[config.mk]
export PLATFORM = sky130hd
export DESIGN_NAME = mul_seq
export DESIGN_NICKNAME = d
export VERILOG_FILES = /design/src/rtl/mul_seq.sv
export SDC_FILE = /design/constraint.sdc
export NUM_CORES = 1
export LEC_CHECK = 0
export BUFFER_PORTS_ARGS = -buffer_cell sky130_fd_sc_hd__buf_4
export CAP_MARGIN = 20
export CORE_MARGIN = 3
export CORE_UTILIZATION = 52
export CTS_CLUSTER_DIAMETER = 50
export DETAILED_ROUTE_END_ITERATION = 8
export PLACE_DENSITY = 0.77
export SYNTH_ARGS = -nofsm -noshare
export SYNTH_HDL_FRONTEND = slang
export SYNTH_SLANG_ARGS = --single-unit
[constraint.sdc]
create_clock -name clock -period 4 [get_ports clock]
set_input_delay 0.4 -clock clock [delete_from_list [all_inputs] [get_ports clock]]
set_output_delay 0.4 -clock clock [all_outputs]
set_load 0.02 [all_outputs]
[src/rtl/mul_seq.sv]
// Sequential WIDTHxWIDTH multiplier (MIPS MULT/MULTU) using radix-2 Booth recoding
// over (WIDTH+1)-bit extended operands, one Booth step per clock, start/busy/done control.
module mul_seq #(
  parameter int WIDTH = 32
) (
  input  logic             clock,
  input  logic             reset,
  input  logic [WIDTH-1:0] a,
  input  logic [WIDTH-1:0] b,
  input  logic             sign,
  input  logic             start,
  output logic             busy,
  output logic             done,
  output logic [WIDTH-1:0] hi,
  output logic [WIDTH-1:0] lo
);

  localparam int EW = WIDTH + 1;          // extended operand width
  localparam int AW = WIDTH + 2;          // accumulator width, wide enough for any EW-bit product step
  localparam int CW = $clog2(WIDTH + 2);  // iteration counter width

  localparam logic [1:0] S_IDLE   = 2'd0;
  localparam logic [1:0] S_RUN    = 2'd1;
  localparam logic [1:0] S_FINISH = 2'd2;

  logic [1:0]       state_q, state_d;
  logic [EW-1:0]    m_q, m_d;
  logic [EW-1:0]    q_q, q_d;
  logic             q1_q, q1_d;
  logic [AW-1:0]    acc_q, acc_d;
  logic [CW-1:0]    cnt_q, cnt_d;
  logic [WIDTH-1:0] hi_q, hi_d;
  logic [WIDTH-1:0] lo_q, lo_d;

  logic [EW-1:0]      a_ext, b_ext;
  logic [AW-1:0]      m_sx, acc_sum, acc_sh;
  logic [EW-1:0]      q_sh;
  logic [2*WIDTH-1:0] product;

  // Handshake: start is accepted on any edge where busy=0 (IDLE or FINISH);
  // done is a single-cycle pulse that never overlaps busy.
  always_comb begin
    a_ext = {sign & a[WIDTH-1], a};
    b_ext = {sign & b[WIDTH-1], b};
    m_sx  = {m_q[EW-1], m_q};

    case ({q_q[0], q1_q})
      2'b10:   acc_sum = acc_q - m_sx;
      2'b01:   acc_sum = acc_q + m_sx;
      default: acc_sum = acc_q;
    endcase

    // Arithmetic right shift of {acc, q, q_1} by one position
    acc_sh  = {acc_sum[AW-1], acc_sum[AW-1:1]};
    q_sh    = {acc_sum[0], q_q[EW-1:1]};
    product = {acc_sh[WIDTH-2:0], q_sh};

    state_d = state_q;
    m_d     = m_q;
    q_d     = q_q;
    q1_d    = q1_q;
    acc_d   = acc_q;
    cnt_d   = cnt_q;
    hi_d    = hi_q;
    lo_d    = lo_q;

    case (state_q)
      S_IDLE, S_FINISH: begin
        state_d = S_IDLE;
        if (start) begin
          m_d     = a_ext;
          q_d     = b_ext;
          q1_d    = 1'b0;
          acc_d   = '0;
          cnt_d   = '0;
          state_d = S_RUN;
        end
      end
      S_RUN: begin
        acc_d = acc_sh;
        q_d   = q_sh;
        q1_d  = q_q[0];
        cnt_d = cnt_q + 1'b1;
        if (cnt_q == CW'(WIDTH)) begin
          hi_d    = product[2*WIDTH-1:WIDTH];
          lo_d    = product[WIDTH-1:0];
          state_d = S_FINISH;
        end
      end
      default: state_d = S_IDLE;
    endcase
  end

  always_ff @(posedge clock) begin
    if (reset) begin
      state_q <= S_IDLE;
      m_q     <= '0;
      q_q     <= '0;
      q1_q    <= 1'b0;
      acc_q   <= '0;
      cnt_q   <= '0;
      hi_q    <= '0;
      lo_q    <= '0;
    end else begin
      state_q <= state_d;
      m_q     <= m_d;
      q_q     <= q_d;
      q1_q    <= q1_d;
      acc_q   <= acc_d;
      cnt_q   <= cnt_d;
      hi_q    <= hi_d;
      lo_q    <= lo_d;
    end
  end

  assign busy = (state_q == S_RUN);
  assign done = (state_q == S_FINISH);
  assign hi   = hi_q;
  assign lo   = lo_q;

endmodule

# Word level (Yosys, flattened, before mapping)
# Cells that the tools add are included.
[word_totals]
register_bits = 173
wordCells = 38
[op_classes]
reduce_logical = 6
bitwise = 2
muxes = 12
eq_ne = 7
n_addsub = 3
[ops]
columns = ["cell", "count"]
rows = [
  ["34-bit one-hot mux with 2 select lines", 2],
  ["33-bit one-hot mux with 2 select lines", 1],
  ["34-bit adder", 1],
  ["34-bit two-way mux", 1],
  ["34-bit subtractor", 1],
  ["33-bit two-way mux", 1],
  ["6-bit one-hot mux with 2 select lines", 1],
  ["6-bit by 1-bit adder with 6-bit output (second input constant)", 1],
  ["6-bit == test (second input constant)", 1],
  ["6-bit two-way mux", 1],
  ["2-bit AND reduction", 3],
  ["2-bit by 1-bit == test with 1-bit output (second input constant)", 2],
  ["2-bit == test (second input constant)", 2],
  ["2-bit one-hot mux with 2 select lines", 1],
  ["1-bit AND", 2],
  ["2-bit zero test", 1],
  ["1-bit two-way mux", 2],
  ["2-bit two-way mux", 1],
  ["2-bit by 1-bit != test with 1-bit output (second input constant)", 1],
  ["2-bit != test (second input constant)", 1],
  ["1-bit one-hot mux with 2 select lines", 1],
  ["2-bit nonzero test", 1],
  ["2-bit OR reduction", 1],
]

# Longest topological paths before layout
[logic_depth]
ltp_word = 4
depth_mapped = 18
ltp_nobuf = 18

# Worst setup path before layout
# No wires, ideal clock.
[synth_timing]
kind = "reg-to-reg"
startpoint = "reg m_q[3]"
endpoint = "reg hi_q[31] (netlist: hi[31])"
synth_period_minus_slack_ns = 4.149
path_stages_with_launch = 17
t_arrival_ns = 4.058
setup_time_ns = 0.091
setup_slack_ns = -0.149
path_buffers = 1
path_cell_list = "dfxtp_1 > or4_4 > nor4_1 > and4bb_2 > a21oi_1 > xor2_1 > ha_1 > clkbuf_2 > a21oi_1 > o21ai_1 > a21o_1 > a21oi_1 > o21ai_0 > a211oi_1 > a211o_1 > or3_1 > a311oi_1"
[synth_between]
elab_chain_len = 2
[synth_rtl]
columns = ["item", "line_no", "text"]
rows = [
  ["from (decl)", "27", "logic [EW-1:0] m_q, m_d;"],
  ["from (signal assigned)", "106", "m_q <= m_d;"],
  ["34-bit adder / 34-bit subtractor (equally long branches)", "49, 48", ""],
  ["34-bit one-hot mux with 2 select lines (*)", "47", "case ({q_q[0], q1_q})"],
  ["to (signal assigned)", "111", "hi_q <= hi_d;"],
  ["to (decl)", "32", "logic [WIDTH-1:0] hi_q, hi_d;"],
]
# Mark *: on every way between the ends. The rest lies on a longest branch, timed or not.
# A chain may end at the register's enable or synchronous reset.

# Worst setup path in the final report
[layout_timing]
startpoint = "reg m_q[6]"
endpoint = "reg acc_q[28]"
[layout_between]
elab_chain_len = 3
[layout_rtl]
columns = ["item", "line_no", "text"]
rows = [
  ["34-bit adder / 34-bit subtractor (equally long branches)", "49, 48", ""],
  ["34-bit one-hot mux with 2 select lines (*)", "47", ""],
  ["34-bit one-hot mux with 2 select lines (*)", "67", "case (state_q)"],
  ["to (signal assigned)", "100", "acc_q <= '0;"],
  ["to (signal assigned)", "109", "acc_q <= acc_d;"],
  ["to (decl)", "30", "logic [AW-1:0] acc_q, acc_d;"],
]
# Marked as above.

==> results.sh <==
export IMPL_status="finished clean"
export IMPL_netlist_area_um2=9160
export IMPL_fin_tns_setup_ns=0
export IMPL_synth_edff_count=0
export IMPL_drt_pass1_iter_count=5
export IMPL_cp_start_kind="flip-flop"
export IMPL_grt_pass1_vias=8569
export IMPL_holdBufCountCts=0
export IMPL_maxCapViolCount=0
export IMPL_detail_route_wl_per_cell_um=16.8
export IMPL_drt_iter0_drc=679
export IMPL_post_route_util=0.677
export IMPL_coreArea_um2=16900
export IMPL_p_sw_frac=0.341
export IMPL_cp_required_ns=4.32
export IMPL_totalPowerFinal_uw=4830
export IMPL_clock_path_buffers=2
export IMPL_antenna_found_initial=0
export IMPL_rows=47
export IMPL_place_ws_ns=-0.0764
export IMPL_postRouteAntennaNets=0
export IMPL_multi_input_area_um2=5530
export IMPL_overflow=0
export IMPL_cts_tree="built"
export IMPL_hpwl_um=17800
export IMPL_ios=134
export IMPL_grt_first_pass_wirelength_um=42100
export IMPL_power_frac_clock=0.357
export IMPL_setup_violations=0
export IMPL_p_seq_frac=0.379
export IMPL_slew_viol_final=0
export IMPL_drive_gt1_frac=0.213
export IMPL_fill_cells=1418
export IMPL_ys_ff_latch=172
export IMPL_vias=8958
export IMPL_nets=1423
export IMPL_synth_top_cell_area_share=0.376
export IMPL_clk_latency_ns=0.45
export IMPL_cts_sinks=172
export IMPL_p_per_area_nw_per_um2=421
export IMPL_worstSetupPathType="flip-flop to flip-flop"
export IMPL_synth_net_count=1293
export IMPL_synthTopCellsByArea="dfxtp_1 38%, a21oi_1 9.2%, nand2_1 9.1%, ha_1 5.1%, nor2_1 4.6%"
export IMPL_synthFlopType="dfxtp_1"
export IMPL_cts_root_buffer="clkbuf_16"
export IMPL_fin_skew_ns=0.0139
export IMPL_regArea_um2=3440
export IMPL_yosys_area_top_type="dfxtp_1"
export IMPL_drcViolationCount=0
export IMPL_worst_hold_path_type="input pin to flip-flop"
export IMPL_die_y_um=139
export IMPL_numCtsBuffers=17
export IMPL_combPwrFrac=0.264
export IMPL_syn_inst=1187
export IMPL_die_area_um2=19200
export IMPL_dp_cells=1514
export IMPL_via_per_inst=5.78
export IMPL_crit_path_end_kind="flip-flop"
export IMPL_grt_start_max_net_pins=66
export IMPL_period_minus_slack_ns=3.96
export IMPL_area_growth_synth_to_final_pct=25.2
export IMPL_p_int_uw=3180
export IMPL_stdcell_count=1550
export IMPL_gp_congestion=0.930
export IMPL_syn_area_per_cell_um2=7.72
export IMPL_grtUsageTotal=0.262
export IMPL_synth_cell_types=70
export IMPL_p_switching_uw=1650
export IMPL_hold_viol=0
export IMPL_clk_pin_slew_ns=0.08
export IMPL_portBuffers=133
export IMPL_ys_warn_count=0
export IMPL_ys_seq_area_frac=0.376
export IMPL_worst_pin_slew_ns=1.08
export IMPL_insertedDiodeCount=0
export IMPL_async_reset_ff_frac=0
export IMPL_setup_slack_ns=0.0395
export IMPL_path_max_fanout=6
export IMPL_maxSlewHeadroom=0.280
export IMPL_fp_dieW_um=139
export IMPL_leakagePower_uw=0.00465
export IMPL_h_tree_depth=4
export IMPL_vdd_drop_max_v=0.000313
export IMPL_fin_crit_sh=0.990
export IMPL_rsz0062_at_grt="yes"
export IMPL_initial_core_util=0.541
export IMPL_max_freq_mhz=252
export IMPL_drt_wl_total_um=26000
export IMPL_cp_arrival_ns=4.28
[path summary, 6_finish.rpt]
kind                        from                     end  slack (ns)  depth (start not counted)
min reg2reg  hi[11]$_SDFFE_PP0P_     hi[11]$_SDFFE_PP0P_        0.45                          2
max          m_q[6]$_SDFFE_PP0P_  acc_q[28]$_SDFFE_PP0P_        0.04                         17
min                         a[6]     m_q[6]$_SDFFE_PP0P_        0.20                          3
max reg2reg  m_q[6]$_SDFFE_PP0P_  acc_q[28]$_SDFFE_PP0P_        0.04                         17
[layout by cell type, fill, tap and decap left out, types with 9 or more instances in the layout]
master	Yosys	final
a21o_1	14	14
clkbuf_16	0	17
buf_4	0	194
nand4_1	9	9
ha_1	37	34
a211oi_1	17	14
or3_1	14	13
a21oi_1	168	163
a22oi_1	49	49
nand2_1	223	223
nor2_1	112	108
dfxtp_1	172	171
mux2i_1	9	9
xor2_1	39	39
nand3_1	20	19
inv_1	22	21
nor3_1	26	26
o21ai_0	28	25
xnor2_1	17	16
[power groups by stage]
stage | Combinational (uW) | Clock, uW | Sequential [uW]
floorplan | 812 | 0 | 1850
global placement | 1150 | 0 | 1870
detailed placement | 1160 | 0 | 1870
CTS | 1200 | 1750 | 1830
global route | 1400 | 1810 | 1840
finish | 1270 | 1720 | 1830
[flip-flops by register name (all words and copies together), names as in the netlist]
name     flops
cnt_q        6
acc_q       33
q1_q         1
state_q      2
q_q         33
m_q         33
hi          32
lo          32
[routing by layer]
metal,up-vias,GRT usage,routed length [um]
li1,4443,-,-
met1,4249,0.333,11500
met2,233,0.442,12700
met3,33,0.0572,1450
met4,0,0.0922,440
met5,-,0,0
[per-stage QoR]
stage / hold slack, ns / area, um^2
final: 0.200 / 11500
after global routing: 0.194 / 11500
after CTS: 0.189 / 11300
after detailed placement: 0.447 / 10600
after global placement: 0.442 / 10600
after floorplan: 0.444 / 9170
[Yosys cell counts, types with 17 or more instances]
library cell,number
inv_1,22
a211oi_1,17
nand2_1,223
nand3_1,20
a22oi_1,49
nor2_1,112
xor2_1,39
clkbuf_1,65
ha_1,37
nor3_1,26
xnor2_1,17
a21oi_1,168
o21ai_0,28
dfxtp_1,172
[cells by family (layout without fill, tap and decap cells)]
logic type      Yosys count  in the layout  synth area share
buf+inv                 108            251            0.0449
simple gates            460            460             0.227
xor+xnor                 56             56            0.0536
compound gates          342            342             0.234
flops                   172            172             0.376
fa+ha+maj                38             38            0.0527
mux                      11             11            0.0123
[area by class of cell]
type | instances | area share
multi-input combinational | 907 | 0.482
sequential | 172 | 0.300
tap | 220 | 0.0240
timing repair buffer | 196 | 0.130
clock buffer | 17 | 0.0371
inverter | 23 | 0.00753
clock inverter | 15 | 0.0184
[timing repair]
| item | 4_1_cts | 5_1_grt |
|---|---|---|
| resized for setup | 12 | 25 |
| endpoints found under the setup margin | 9 | 22 |
| pin swaps | 11 | 9 |
| setup buffers | 2 | 2 |
[critical path, cell delays in order (launching register included)]
cell	delay, ns
dfxtp_2	0.33
or4_4	0.57
nor4b_4	0.22
buf_4	0.18
nor2_1	0.06
xnor2_1	0.15
ha_1	0.33
buf_4	0.16
nand2_1	0.08
a21o_1	0.14
a41oi_2	0.22
nor4bb_4	0.39
nor2_4	0.11
buf_4	0.16
a311oi_2	0.25
buf_4	0.17
mux2i_1	0.22
a31oi_1	0.10
Note: power is estimated with default switching activity, not from simulation.
